[src/rtl/ant_launcher.sv]
// Local-port ant endpoint: launches forward ants round-robin, matches returning
// backward ants to outstanding slots, and reports round-trip latency.
`ifndef X_NODES
`define X_NODES 2
`endif
`ifndef Y_NODES
`define Y_NODES 2
`endif
`ifndef NODES
`define NODES (`X_NODES*`Y_NODES)
`endif

package ant_pkg;
  localparam int XN  = `X_NODES;
  localparam int YN  = `Y_NODES;
  localparam int NN  = `NODES;
  localparam int XW  = (XN > 1) ? $clog2(XN) : 1;
  localparam int YW  = (YN > 1) ? $clog2(YN) : 1;
  localparam int IDW = (NN > 1) ? $clog2(NN) : 1;
  localparam int MW  = $clog2(NN + 1);

  typedef struct packed {
    logic                    ant;
    logic                    backward;
    logic [XW-1:0]           x_source;
    logic [YW-1:0]           y_source;
    logic [XW-1:0]           x_dest;
    logic [YW-1:0]           y_dest;
    logic [MW-1:0]           num_memories;
    logic [NN-1:0][IDW-1:0]  memories;
    logic [15:0]             payload;
  } packet_t;
endpackage

module ant_launcher
  import ant_pkg::*;
#(
  parameter int X_LOC           = 0,
  parameter int Y_LOC           = 0,
  parameter int ANT_PERIOD      = 256,
  parameter int MAX_OUTSTANDING = 4,
  parameter int TIMEOUT         = 1024
) (
  input  logic            clk,
  input  logic            reset,
  input  logic            i_en,
  output packet_t         o_data,
  output logic            o_data_val,
  input  logic            i_data_ready,
  input  packet_t         i_data,
  input  logic            i_data_val,
  output logic            o_ant_done,
  output logic [IDW-1:0]  o_ant_dest,
  output logic [15:0]     o_rtt,
  output logic [15:0]     o_launched,
  output logic [15:0]     o_returned,
  output logic [15:0]     o_timeouts,
  output logic [15:0]     o_strays
);
  localparam int MAXO = MAX_OUTSTANDING;
  localparam int OWN  = Y_LOC * XN + X_LOC;
  localparam int CW   = (ANT_PERIOD > 2) ? $clog2(ANT_PERIOD - 1) : 1;
  localparam int SW   = (MAXO > 1) ? $clog2(MAXO) : 1;

  typedef enum logic [1:0] {IDLE, WAIT_SLOT, SEND} state_t;

  state_t                     state;
  logic [CW-1:0]              cnt;
  logic [15:0]                now;
  logic [IDW-1:0]             ptr, ptr_nxt;
  logic [MAXO-1:0]            valid;
  logic [MAXO-1:0][IDW-1:0]   slot_dest;
  logic [MAXO-1:0][15:0]      slot_ts;
  logic [MAXO-1:0][15:0]      age;
  logic [MAXO-1:0]            ret_free, to_free, alloc_vec;
  logic [15:0]                to_cnt, best_age;
  logic [SW-1:0]              match_idx, alloc_idx;
  logic                       ret_hit, match, any_free, hs;
  logic [IDW-1:0]             src_id;
  packet_t                    fwd_pkt;
  logic                       unused_bits;

  assign unused_bits = ^{i_data.num_memories, i_data.memories, i_data.payload};
  assign hs       = o_data_val & i_data_ready;
  assign any_free = ~&valid;
  assign ret_hit  = i_data_val & i_data.ant & i_data.backward &
                    (i_data.x_dest == XW'(X_LOC)) & (i_data.y_dest == YW'(Y_LOC));
  assign src_id   = IDW'(int'(i_data.y_source) * XN + int'(i_data.x_source));

  always_comb begin
    fwd_pkt          = '0;
    fwd_pkt.ant      = 1'b1;
    fwd_pkt.x_source = XW'(X_LOC);
    fwd_pkt.y_source = YW'(Y_LOC);
    fwd_pkt.x_dest   = XW'(int'(ptr) % XN);
    fwd_pkt.y_dest   = YW'(int'(ptr) / XN);
  end

  // Next destination wraps modulo node count and never targets this node.
  always_comb begin
    ptr_nxt = (int'(ptr) == NN - 1) ? '0 : ptr + IDW'(1);
    if (int'(ptr_nxt) == OWN)
      ptr_nxt = (int'(ptr_nxt) == NN - 1) ? '0 : ptr_nxt + IDW'(1);
  end

  // Oldest matching slot wins; strict '>' keeps the lowest index on ties.
  always_comb begin
    match     = 1'b0;
    match_idx = '0;
    best_age  = '0;
    ret_free  = '0;
    for (int i = 0; i < MAXO; i++) begin
      age[i] = now - slot_ts[i];
      if (ret_hit && valid[i] && slot_dest[i] == src_id && (!match || age[i] > best_age)) begin
        match     = 1'b1;
        match_idx = SW'(i);
        best_age  = age[i];
      end
    end
    if (match) ret_free[match_idx] = 1'b1;
  end

  always_comb begin
    to_cnt    = '0;
    alloc_idx = '0;
    alloc_vec = '0;
    for (int i = 0; i < MAXO; i++) begin
      to_free[i] = valid[i] && (age[i] >= 16'(TIMEOUT)) && !ret_free[i];
      to_cnt     = to_cnt + {15'd0, to_free[i]};
    end
    for (int i = MAXO - 1; i >= 0; i--)
      if (!valid[i]) alloc_idx = SW'(i);
    if (hs) alloc_vec[alloc_idx] = 1'b1;
  end

  always_ff @(posedge clk) begin
    if (reset) begin
      state      <= IDLE;
      cnt        <= '0;
      now        <= '0;
      ptr        <= IDW'((OWN + 1) % NN);
      valid      <= '0;
      slot_dest  <= '0;
      slot_ts    <= '0;
      o_data     <= '0;
      o_data_val <= 1'b0;
      o_ant_done <= 1'b0;
      o_ant_dest <= '0;
      o_rtt      <= '0;
      o_launched <= '0;
      o_returned <= '0;
      o_timeouts <= '0;
      o_strays   <= '0;
    end else begin
      now        <= now + 16'd1;
      o_ant_done <= 1'b0;
      if (match) begin
        o_ant_done <= 1'b1;
        o_ant_dest <= src_id;
        o_rtt      <= age[match_idx];
        o_returned <= o_returned + 16'd1;
      end else if (ret_hit) begin
        o_strays <= o_strays + 16'd1;
      end
      o_timeouts <= o_timeouts + to_cnt;
      // Allocation picks from the pre-free vector, so it never collides with a free.
      valid <= (valid & ~ret_free & ~to_free) | alloc_vec;

      case (state)
        IDLE: begin
          if (!i_en) begin
            cnt <= '0;
          end else if (cnt == CW'(ANT_PERIOD - 2)) begin
            cnt <= '0;
            if (any_free) begin
              state      <= SEND;
              o_data     <= fwd_pkt;
              o_data_val <= 1'b1;
            end else begin
              state <= WAIT_SLOT;
            end
          end else begin
            cnt <= cnt + CW'(1);
          end
        end
        WAIT_SLOT: begin
          if (!i_en) begin
            state <= IDLE;
          end else if (any_free) begin
            state      <= SEND;
            o_data     <= fwd_pkt;
            o_data_val <= 1'b1;
          end
        end
        SEND: begin
          if (hs) begin
            state                <= IDLE;
            o_data_val           <= 1'b0;
            o_launched           <= o_launched + 16'd1;
            ptr                  <= ptr_nxt;
            slot_dest[alloc_idx] <= ptr;
            slot_ts[alloc_idx]   <= now;
          end
        end
        default: state <= IDLE;
      endcase
    end
  end
endmodule

[config.mk]
export PLATFORM = sky130hd
export DESIGN_NAME = ant_launcher
export DESIGN_NICKNAME = d
export VERILOG_FILES = /design/src/rtl/ant_launcher.sv
export SDC_FILE = /design/constraint.sdc
export NUM_CORES = 1
export LEC_CHECK = 0
export ABC_AREA = 1
export CAP_MARGIN = 20
export CORE_ASPECT_RATIO = 0.5
export CORE_UTILIZATION = 55
export DETAILED_ROUTE_END_ITERATION = 7
export MAX_ROUTING_LAYER = met4
export PLACE_DENSITY = 0.78
export SKIP_CTS_REPAIR_TIMING = 1
export SYNTH_ARGS = -nofsm -noshare
export SYNTH_HDL_FRONTEND = slang
export SYNTH_SLANG_ARGS = --single-unit
[constraint.sdc]
create_clock -name clk -period 11.65 [get_ports clk]
set_clock_uncertainty 0.15 [all_clocks]
set_input_delay 2.33 -clock clk [delete_from_list [all_inputs] [get_ports clk]]
set_output_delay 2.33 -clock clk [all_outputs]
set_load 0.01 [all_outputs]
# ---- Word level (Yosys, flattened, before mapping)
# Index checks and enable logic that the tools add are counted.
dict set report totals {
  register_bits 221
}
dict set report classes {
  addsub 16
  n_lt_le_gt_ge 11
  eq_ne 14
  n_mux 52
  bitwise 13
  reduce_logical 41
}
# operator count
set ops {}
lappend ops {{2-to-1 mux 33 bit} 4}
lappend ops {{2-to-1 mux 16 bit} 5}
lappend ops {{one-hot mux 33 bit (2 select lines)} 1}
lappend ops {{adder 16 x 1 -> 16 bit, second input constant} 4}
lappend ops {{bitwise mux 64 bit} 1}
lappend ops {{>= comparator 16 x 11 -> 1 bit, second input constant} 4}
lappend ops {{subtractor 16 bit} 4}
lappend ops {{greater-than comparator 16 bit} 3}
lappend ops {{binary-select mux 16 bit (select 2 bit)} 1}
lappend ops {{demux 16 bit (select 2 bit)} 1}
lappend ops {{2-to-1 mux 2 bit} 16}
lappend ops {{logical AND 1 bit} 21}
lappend ops {{adder 16 x 4 -> 16 bit} 1}
lappend ops {{2-to-1 mux 8 bit} 2}
lappend ops {{2-to-1 mux 1 bit} 13}
lappend ops {{AND reduction 4 bit} 3}
lappend ops {{adder 8 x 1 -> 8 bit, second input constant} 1}
lappend ops {{AND 4 bit} 2}
lappend ops {{bitwise mux 8 bit} 1}
lappend ops {{equality test 2 bit} 4}
lappend ops {{equality test 8 bit, second input constant} 1}
lappend ops {{2-to-1 mux 4 bit} 2}
lappend ops {{inequality test 2 bit, second input constant} 4}
lappend ops {{inverter 4 bit} 2}
lappend ops {{24 further kinds} 46}

# ---- Depth between registers and ports, before layout
# Gate-level depths: netlist of run 1.
dict set report logic_depth {
  depth_word 30
  ltp_mapped 72
  ltp_nobuf 69
}

# ---- Worst setup path before layout of run 1
# No wires, ideal clock.
dict set report synth_path {
  path_kind {input to register}
  startpoint {input i_data_val}
  endpoint {register o_timeouts[14]}
  t_arrival_ns 9.578
  slack_ns 1.852
  stages 62
  path_buffers 5
  cell_sequence {nand2_1 > nor2_1 > nand3_1 > inv_2 > nand2_2 > inv_2 > buf_6 > buf_4 > nand2_1 > ha_1 > nand2_1 > inv_1 > nand2_1 > nand2_1 > nand2_1 > nand2_1 > nand2_1 > nand2_1 > [26 not listed] > nand2_4 > inv_2 > nand3_1 > nand3_1 > fa_1 > fa_1 > fa_1 > nor2_1 > nand2_1 > nor3_1 > nand2_1 > nor3_2 > nand3_1 > nor2_1 > nand2_1 > nor2_1 > o21ai_0 > a21oi_1}
}
dict set report synth_via {
  elab_chain_len 30
  word_cells_on_any_way 52
  classes_between {add/sub: 4; order compare: 5; mux: 13; bitwise: 4; reduce/logical: 26}
}
# item line_no
set synth_rtl {}
lappend synth_rtl {{start, declared} 51} ;# input logic i_data_val,
lappend synth_rtl {{AND 1 bit (*) (3 in series)} 86} ;# assign ret_hit = i_data_val & i_data.ant & i_data.backward &
lappend synth_rtl {{AND 1 bit (*)} 87} ;# (i_data.x_dest == XW'(X_LOC)) & (i_data.y_dest == YW'(Y_LOC));
lappend synth_rtl {{logical AND 1 bit (2 in series)} 114} ;# if (ret_hit && valid[i] && slot_dest[i] == src_id && (!match || age[i] > best_age)) begin
lappend synth_rtl {{2-to-1 mux 16 bit / 2-to-1 mux 1 bit (equally long branches)} 114}
lappend synth_rtl {{greater-than comparator 16 bit / zero test 1 bit (equally long branches)} 114}
lappend synth_rtl {{logical OR 1 bit} 114}
lappend synth_rtl {{logical AND 1 bit} 114}
lappend synth_rtl {{2-to-1 mux 16 bit / 2-to-1 mux 1 bit (equally long branches)} 114}
lappend synth_rtl {{[11 not listed]} n/a}
lappend synth_rtl {{demux 1 bit (select 2 bit)} 120} ;# if (match) ret_free[match_idx] = 1'b1;
lappend synth_rtl {{2-to-1 mux 4 bit (*)} 120}
lappend synth_rtl {{zero test 1 bit} 128} ;# to_free[i] = valid[i] && (age[i] >= 16'(TIMEOUT)) && !ret_free[i];
lappend synth_rtl {{logical AND 1 bit} 128}
lappend synth_rtl {{adder 1 x 1 -> 2 bit} 129} ;# to_cnt = to_cnt + {15'd0, to_free[i]};
lappend synth_rtl {{adder 2 x 1 -> 3 bit} 129}
lappend synth_rtl {{adder 3 x 1 -> 4 bit (*)} 129}
lappend synth_rtl {{adder 16 x 4 -> 16 bit (*)} 165} ;# o_timeouts <= o_timeouts + to_cnt;
lappend synth_rtl {{end signal, assigned} 165}
lappend synth_rtl {{end, declared} 57} ;# output logic [15:0] o_timeouts,
# Mark *: on every way between the ends. The rest lies on a longest branch, timed or not.
# A chain may end at the register's enable or synchronous reset.

# ---- Final worst setup path of run 1
dict set report layout_path {
  startpoint {input i_data[30] (netlist name)}
  endpoint {register o_timeouts[14]}
}
dict set report layout_via {
  elab_chain_len 27
  word_cells_on_any_way 49
  classes_between {add/sub: 5; order compare: 5; eq/ne: 4; mux: 13; reduce/logical: 22}
}
# item line_no
set layout_rtl {}
lappend layout_rtl {{start, declared} 50} ;# input packet_t i_data,
lappend layout_rtl {{adder 2 x 1 -> 2 bit (*)} 88} ;# assign src_id = IDW'(int'(i_data.y_source) * XN + int'(i_data.x_source));
lappend layout_rtl {{equality test 2 bit} 114}
lappend layout_rtl {{logical AND 1 bit} 114}
lappend layout_rtl {{2-to-1 mux 16 bit / 2-to-1 mux 1 bit (equally long branches)} 114}
lappend layout_rtl {{greater-than comparator 16 bit / zero test 1 bit (equally long branches)} 114}
lappend layout_rtl {{logical OR 1 bit} 114}
lappend layout_rtl {{logical AND 1 bit} 114}
lappend layout_rtl {{2-to-1 mux 16 bit / 2-to-1 mux 1 bit (equally long branches)} 114}
lappend layout_rtl {{[11 not listed]} n/a}
lappend layout_rtl {{demux 1 bit (select 2 bit)} 120}
lappend layout_rtl {{2-to-1 mux 4 bit (*)} 120}
lappend layout_rtl {{zero test 1 bit} 128}
lappend layout_rtl {{logical AND 1 bit} 128}
lappend layout_rtl {{adder 1 x 1 -> 2 bit} 129}
lappend layout_rtl {{adder 2 x 1 -> 3 bit} 129}
lappend layout_rtl {{adder 3 x 1 -> 4 bit (*)} 129}
lappend layout_rtl {{adder 16 x 4 -> 16 bit (*)} 165}
# Marks and branches as above.

==> impl_metrics.json, run 1 <==
{
  "antenna_left": 0,
  "die-area_um2": 25500,
  "numPortBuffers": 97,
  "clkTransAtPathRegs_ns": 0.08,
  "rrSetupSlack_ns": 1.68,
  "hold_end": "slot_ts[35]",
  "hpwl_um": 29000,
  "max_slew_margin": 0.297,
  "hold_viol_final": 0,
  "drt-total-wl_um": 38400,
  "drcViolationCount": 0,
  "yosysWarnings": 0,
  "asyncSetResetFlopFracSynth": 0,
  "ys_seq_area_frac": 0.280,
  "critPathRequiredTime_ns": 11.90,
  "grt_max_degree": 121,
  "cts_root_buffer": "clkbuf_16",
  "antenna_found_initial": 0,
  "crit_fanout": 14,
  "numPlacedInstances": 2469,
  "clock_sinks": 191,
  "clk_path_buf_depth": 2,
  "initial_core_util": 0.565,
  "insertion_delay_ns": 0.47,
  "worstReg2RegEnd": "o_timeouts[14]",
  "cts_tree": "done",
  "hold_class": "flip-flop to flip-flop",
  "fmax_mhz": 92.6,
  "nets": 2321,
  "status": "complete, no violations",
  "drive_gt1_frac": 0.0598,
  "yosysMostFrequentCell": "nand2_1",
  "path_common_cell": "nand2_1",
  "setup.worst_path.start": "i_data[30]",
  "period_needed_ns": 10.80,
  "met3_usage": 0.0549,
  "finalNonFillerCells": 2509,
  "wire_per_inst_um": 15.3,
  "p_leak_uw": 0.00714,
  "gp_congestion": 1.03,
  "syn2layout_area_growth_pct": 14.7,
  "vias": 13459,
  "vdd_drop_max_mv": 0.0810,
  "cp-start-kind": "primary input",
  "io_pins": 155,
  "synthCells": 2051,
  "slowest_delay_ns": 0.60,
  "initialDrtViolationCount": 943,
  "synth-seq-cells": 191,
  "arrival_ns": 11.06,
  "syn_area_um2": 13700,
  "r2r_start": "now[0]",
  "min_period_over_period": 0.927,
  "setup_violations": 0,
  "crit_type": "primary input to flip-flop",
  "met2_usage": 0.488,
  "synth.avg_cell_area_um2": 6.66,
  "busiest_layer": "met2",
  "worst_pin_slew_ns": 1.05,
  "yosysUniqueCellTypes": 49,
  "worstHoldStart": "slot_ts[35]",
  "use_met1": 0.420,
  "holdWs_ns": 0.310,
  "grt_pass1_vias": 12051,
  "synth.largest_area_cell": "dfxtp_1",
  "firstDrtPassIters": 6,
  "n_antenna_cell": 0,
  "yosys-top-cells-area": "dfxtp_1 28%, nand2_1 11%, ha_1 11%",
  "synth-edff-count": 0,
  "die_w_um": 225,
  "cp-end-kind": "flip-flop",
  "grt_pass1_wl_um": 61100,
  "rows": 40,
  "power_density_nw_per_um2": 96.1,
  "max_cap_viol_count": 0,
  "overflow": 0,
  "core_um2": 24200,
  "crit_slowest_cell": "clkdlybuf4s50_1",
  "ff2ff_path_depth": 63,
  "cts_inserted_buffers": 17,
  "grt_usage": 0.314,
  "yosysTopAreaCellShare": 0.280,
  "dieHeight_um": 113,
  "slew_violations": 0,
  "synth_common_cells": "401 x nand2_1, 273 x inv_1, 238 x a21oi_1",
  "ys.flop_type": "dfxtp_1",
  "via_per_inst": 5.36,
  "hold_path_depth": 2,
  "htreeDepth": 4
}
==> through the flow <==
step	setup slack, ns	power [uW]	setup TNS [ns]	util	cell area [um2]
after floorplan	1.85	841	0	-	13800
after global placement	0.0653	890	0	0.618	14900
after detailed placement	-0.0308	894	-0.0308	0.618	14900
after CTS	0.407	1500	0	0.644	15600
after global routing	-0.0320	1570	-0.0320	0.648	15700
final	0.845	1500	0	0.648	15700
==> layer usage <==
layer / wire (um) / up-vias
met5: 0 / -
met2: 16500 / 404
met3: 2780 / 46
li1: - / 6924
met4: 718 / 0
met1: 18400 / 6085
==> how the worst max path moves through the flow <==
stage               cells past startpoint              to  slack (ns)
floorplan                              62  o_timeouts[14]        1.85
global placement                       57  o_timeouts[14]        0.07
detailed placement                     57  o_timeouts[14]       -0.03
CTS                                    57  o_timeouts[14]        0.41
global route                           58  o_timeouts[14]       -0.03
finish                                 57  o_timeouts[14]        0.85
==> placed cells by master (no fill, tap or decap), types with 14 or more instances in the layout <==
cell type / n
nand2_1: 400
inv_1: 272
a21oi_1: 238
dfxtp_1: 191
o21ai_0: 185
nor2_1: 181
nand3_1: 127
ha_1: 116
clkdlybuf4s50_1: 96
buf_4: 46
xor2_1: 43
nor3_1: 39
nand4_1: 37
conb_1: 30
clkbuf_16: 17
o21a_1: 14
==> report_power, final <==
part / switching, uW / leakage, uW / total [uW] / internal (uW)
Combinational: 153 / 0.00531 / 232 / 79.0
Clock: 304 / 0.000293 / 617 / 313
Sequential: 2.29 / 0.00154 / 656 / 654
Total: 460 / 0.00714 / 1500 / 1050
==> logic make-up after synthesis <==
logic type,Yosys count,share of synthesized area
and+or+nand+nor,844,0.272
AOI/OAI and AO/OA,468,0.180
buffers and inverters,369,0.116
DFF,191,0.280
adders and majority gates,123,0.117
xor gates and xnor gates,55,0.0353
other,1,0.000275
==> critical path, delay by kind of cell <==
kind                     cells  cell delay (ns)
AND/OR/NAND/NOR             39             4.15
adder cells (fa/ha/maj)      6             2.29
AO/OA/AOI/OAI                5             1.04
buffers and inverters        7             1.26
==> sequential cells by signal, indices dropped and copies added, names as in the netlist <==
| signal | count |
|---|---|
| o_rtt | 16 |
| slot_ts | 64 |
| o_timeouts | 16 |
| slot_dest | 8 |
| o_data_val | 1 |
| now | 16 |
| o_ant_dest | 2 |
| o_launched | 16 |
| state | 2 |
| cnt | 8 |
| o_ant_done | 1 |
| ptr | 2 |
| valid | 4 |
| o_returned | 16 |
| o_strays | 16 |
| o_data | 3 |
==> layout make-up <==
type                       count  area [um2]
clock buffer                  18         439
clock inverter                14         173
fill                        2276        8510
inverter                     285        1080
multi-input combinational   1521        8390
sequential                   191        3820
tap                          336         420
timing repair buffer         144        1340
Note: power is estimated with default switching activity, not from simulation.
==> run 2, diff against run 1 <==
--- a/config.mk
+++ b/config.mk
@@ -8,10 +8,10 @@
 export ABC_AREA = 1
 export CAP_MARGIN = 20
 export CORE_ASPECT_RATIO = 0.5
-export CORE_UTILIZATION = 55
+export CORE_UTILIZATION = 58
 export DETAILED_ROUTE_END_ITERATION = 7
 export MAX_ROUTING_LAYER = met4
-export PLACE_DENSITY = 0.78
+export PLACE_DENSITY = 0.82
 export SKIP_CTS_REPAIR_TIMING = 1
 export SYNTH_ARGS = -nofsm -noshare
 export SYNTH_HDL_FRONTEND = slang
==> impl_metrics.json, run 2 (synthesized netlist as in run 1, its figures left out) <==
{
  "antenna_found_initial": 0,
  "cp-end-kind": "flip-flop",
  "core_um2": 22900,
  "via_per_inst": 5.51,
  "rows": 39,
  "hold_viol_final": 0,
  "hold_class": "flip-flop to flip-flop",
  "hpwl_um": 29400,
  "drt-total-wl_um": 38700,
  "crit_slowest_cell": "clkdlybuf4s50_1",
  "crit_fanout": 21,
  "critPathRequiredTime_ns": 11.90,
  "cts_inserted_buffers": 17,
  "max_slew_margin": 0.325,
  "numPlacedInstances": 2445,
  "grt_pass1_wl_um": 62200,
  "final_cell_mix": "399 x nand2_1, 272 x inv_1, 237 x a21oi_1, 191 x dfxtp_1, 184 x o21ai_0",
  "drcViolationCount": 0,
  "grt_pass1_vias": 12364,
  "dpl_cell_area_um2": 15000,
  "die-area_um2": 24200,
  "routed-wl-met2_um": 16600,
  "path_common_cell": "nand2_1",
  "r2r_start": "now[1]",
  "crit_path_end": "o_timeouts[14]",
  "die_w_um": 219,
  "rsz0062_at_grt": "false",
  "wirelength_met1_um": 18300,
  "max_cap_viol_count": 0,
  "clk_path_buf_depth": 2,
  "firstDrtPassIters": 5,
  "syn2layout_area_growth_pct": 14.9,
  "insertion_delay_ns": 0.46,
  "htreeDepth": 4,
  "routed-wl-met3_um": 3120,
  "worst_pin_slew_ns": 1.01,
  "period_needed_ns": 10.91,
  "gp_congestion": 1.00,
  "numPortBuffers": 97,
  "worstReg2RegEnd": "o_timeouts[14]",
  "grt_usage": 0.333,
  "largest_register_ffs": 64,
  "n_antenna_cell": 0,
  "wire_per_inst_um": 15.6,
  "initialDrtViolationCount": 1059,
  "cts_tree": "done",
  "vias": 13685,
  "setup_tns_ns": 0,
  "layout_commonest_cell": "nand2_1",
  "grt_max_degree": 79,
  "dieHeight_um": 111,
  "rrSetupSlack_ns": 1.27,
  "nets": 2323,
  "finalNonFillerCells": 2482,
  "fmax_mhz": 91.7,
  "clkTransAtPathRegs_ns": 0.08,
  "overflow": 0,
  "routed.top_layer": "met4",
  "initial_core_util": 0.596,
  "status": "complete, no violations",
  "fin_area_um2": 15700,
  "ff2ff_path_depth": 60,
  "p_leak_uw": 0.00717,
  "arrival_ns": 11.16,
  "min_period_over_period": 0.936,
  "vdd_drop_max_mv": 0.0976,
  "antenna_left": 0,
  "drive_gt1_frac": 0.0625,
  "setup_violations": 0,
  "slew_violations": 0,
  "power_density_nw_per_um2": 96.1,
  "slowest_delay_ns": 0.50,
  "regMostFlops": "slot_ts",
  "cp-start-kind": "primary input",
  "io_pins": 155,
  "setup.worst_path.start": "i_data[29]",
  "cts_root_buffer": "clkbuf_16",
  "clock_sinks": 191,
  "crit_type": "primary input to flip-flop"
}
[run 2: cell count changes in the layout (fill, tap and decap cells not counted), sizes merged]
cell	before	now
dlymetal6s2s	0	1
clkdlybuf4s50	96	95
clkinvlp	2	1
clkbuf	18	17
inv	286	285
buf	48	50
clkinv	10	13
[run 2: routing by layer]
metal,track usage,vias to the layer above
li1,-,6938
met1,0.457,6243
met2,0.498,454
met3,0.0683,50
met4,0.0861,0
met5,-,-
[run 2: cell type report]
cell class | count | area, um2
Timing Repair Buffer | 146 | 1380
Fill cell | 2064 | 7240
Inverter | 285 | 1070
Sequential cell | 191 | 3820
Multi-Input combinational cell | 1521 | 8410
Clock buffer | 17 | 425
Clock inverter | 15 | 194
Tap cell | 307 | 384
[run 2: critical path, delay by kind of cell]
family	cells	cell delay, ns
adder cells (fa/ha/maj)	6	2.26
buffers and inverters	9	1.54
AND/OR/NAND/NOR	34	3.83
AO/OA/AOI/OAI	7	1.17
[run 2: worst min-delay path by stage]
stage / cells past startpoint / slack (ns) / to / from
after floorplan: 2 / 0.28 / slot_ts[0] / slot_ts[0]
after global placement: 2 / 0.29 / slot_ts[0] / slot_ts[0]
after detailed placement: 2 / 0.29 / slot_ts[0] / slot_ts[0]
after CTS: 2 / 0.31 / slot_ts[0] / slot_ts[0]
after global routing: 2 / 0.33 / slot_ts[55] / slot_ts[55]
final: 2 / 0.31 / slot_ts[0] / slot_ts[0]
[run 2: power breakdown]
group	switching, uW	internal, uW
logic	156	80.7
registers	3.92	654
clock network	305	309
[run 2: stage by stage]
stage	hold WS, ns	utilization	setup WS, ns	total power [uW]
2_1_floorplan	0.277	-	1.85	841
3_3_place_gp	0.289	0.653	0.0931	896
3_5_place_dp	0.295	0.653	-0.0256	899
4_1_cts	0.306	0.680	0.305	1510
5_1_grt	0.328	0.684	0.0582	1570
6_report	0.308	0.684	0.745	1510
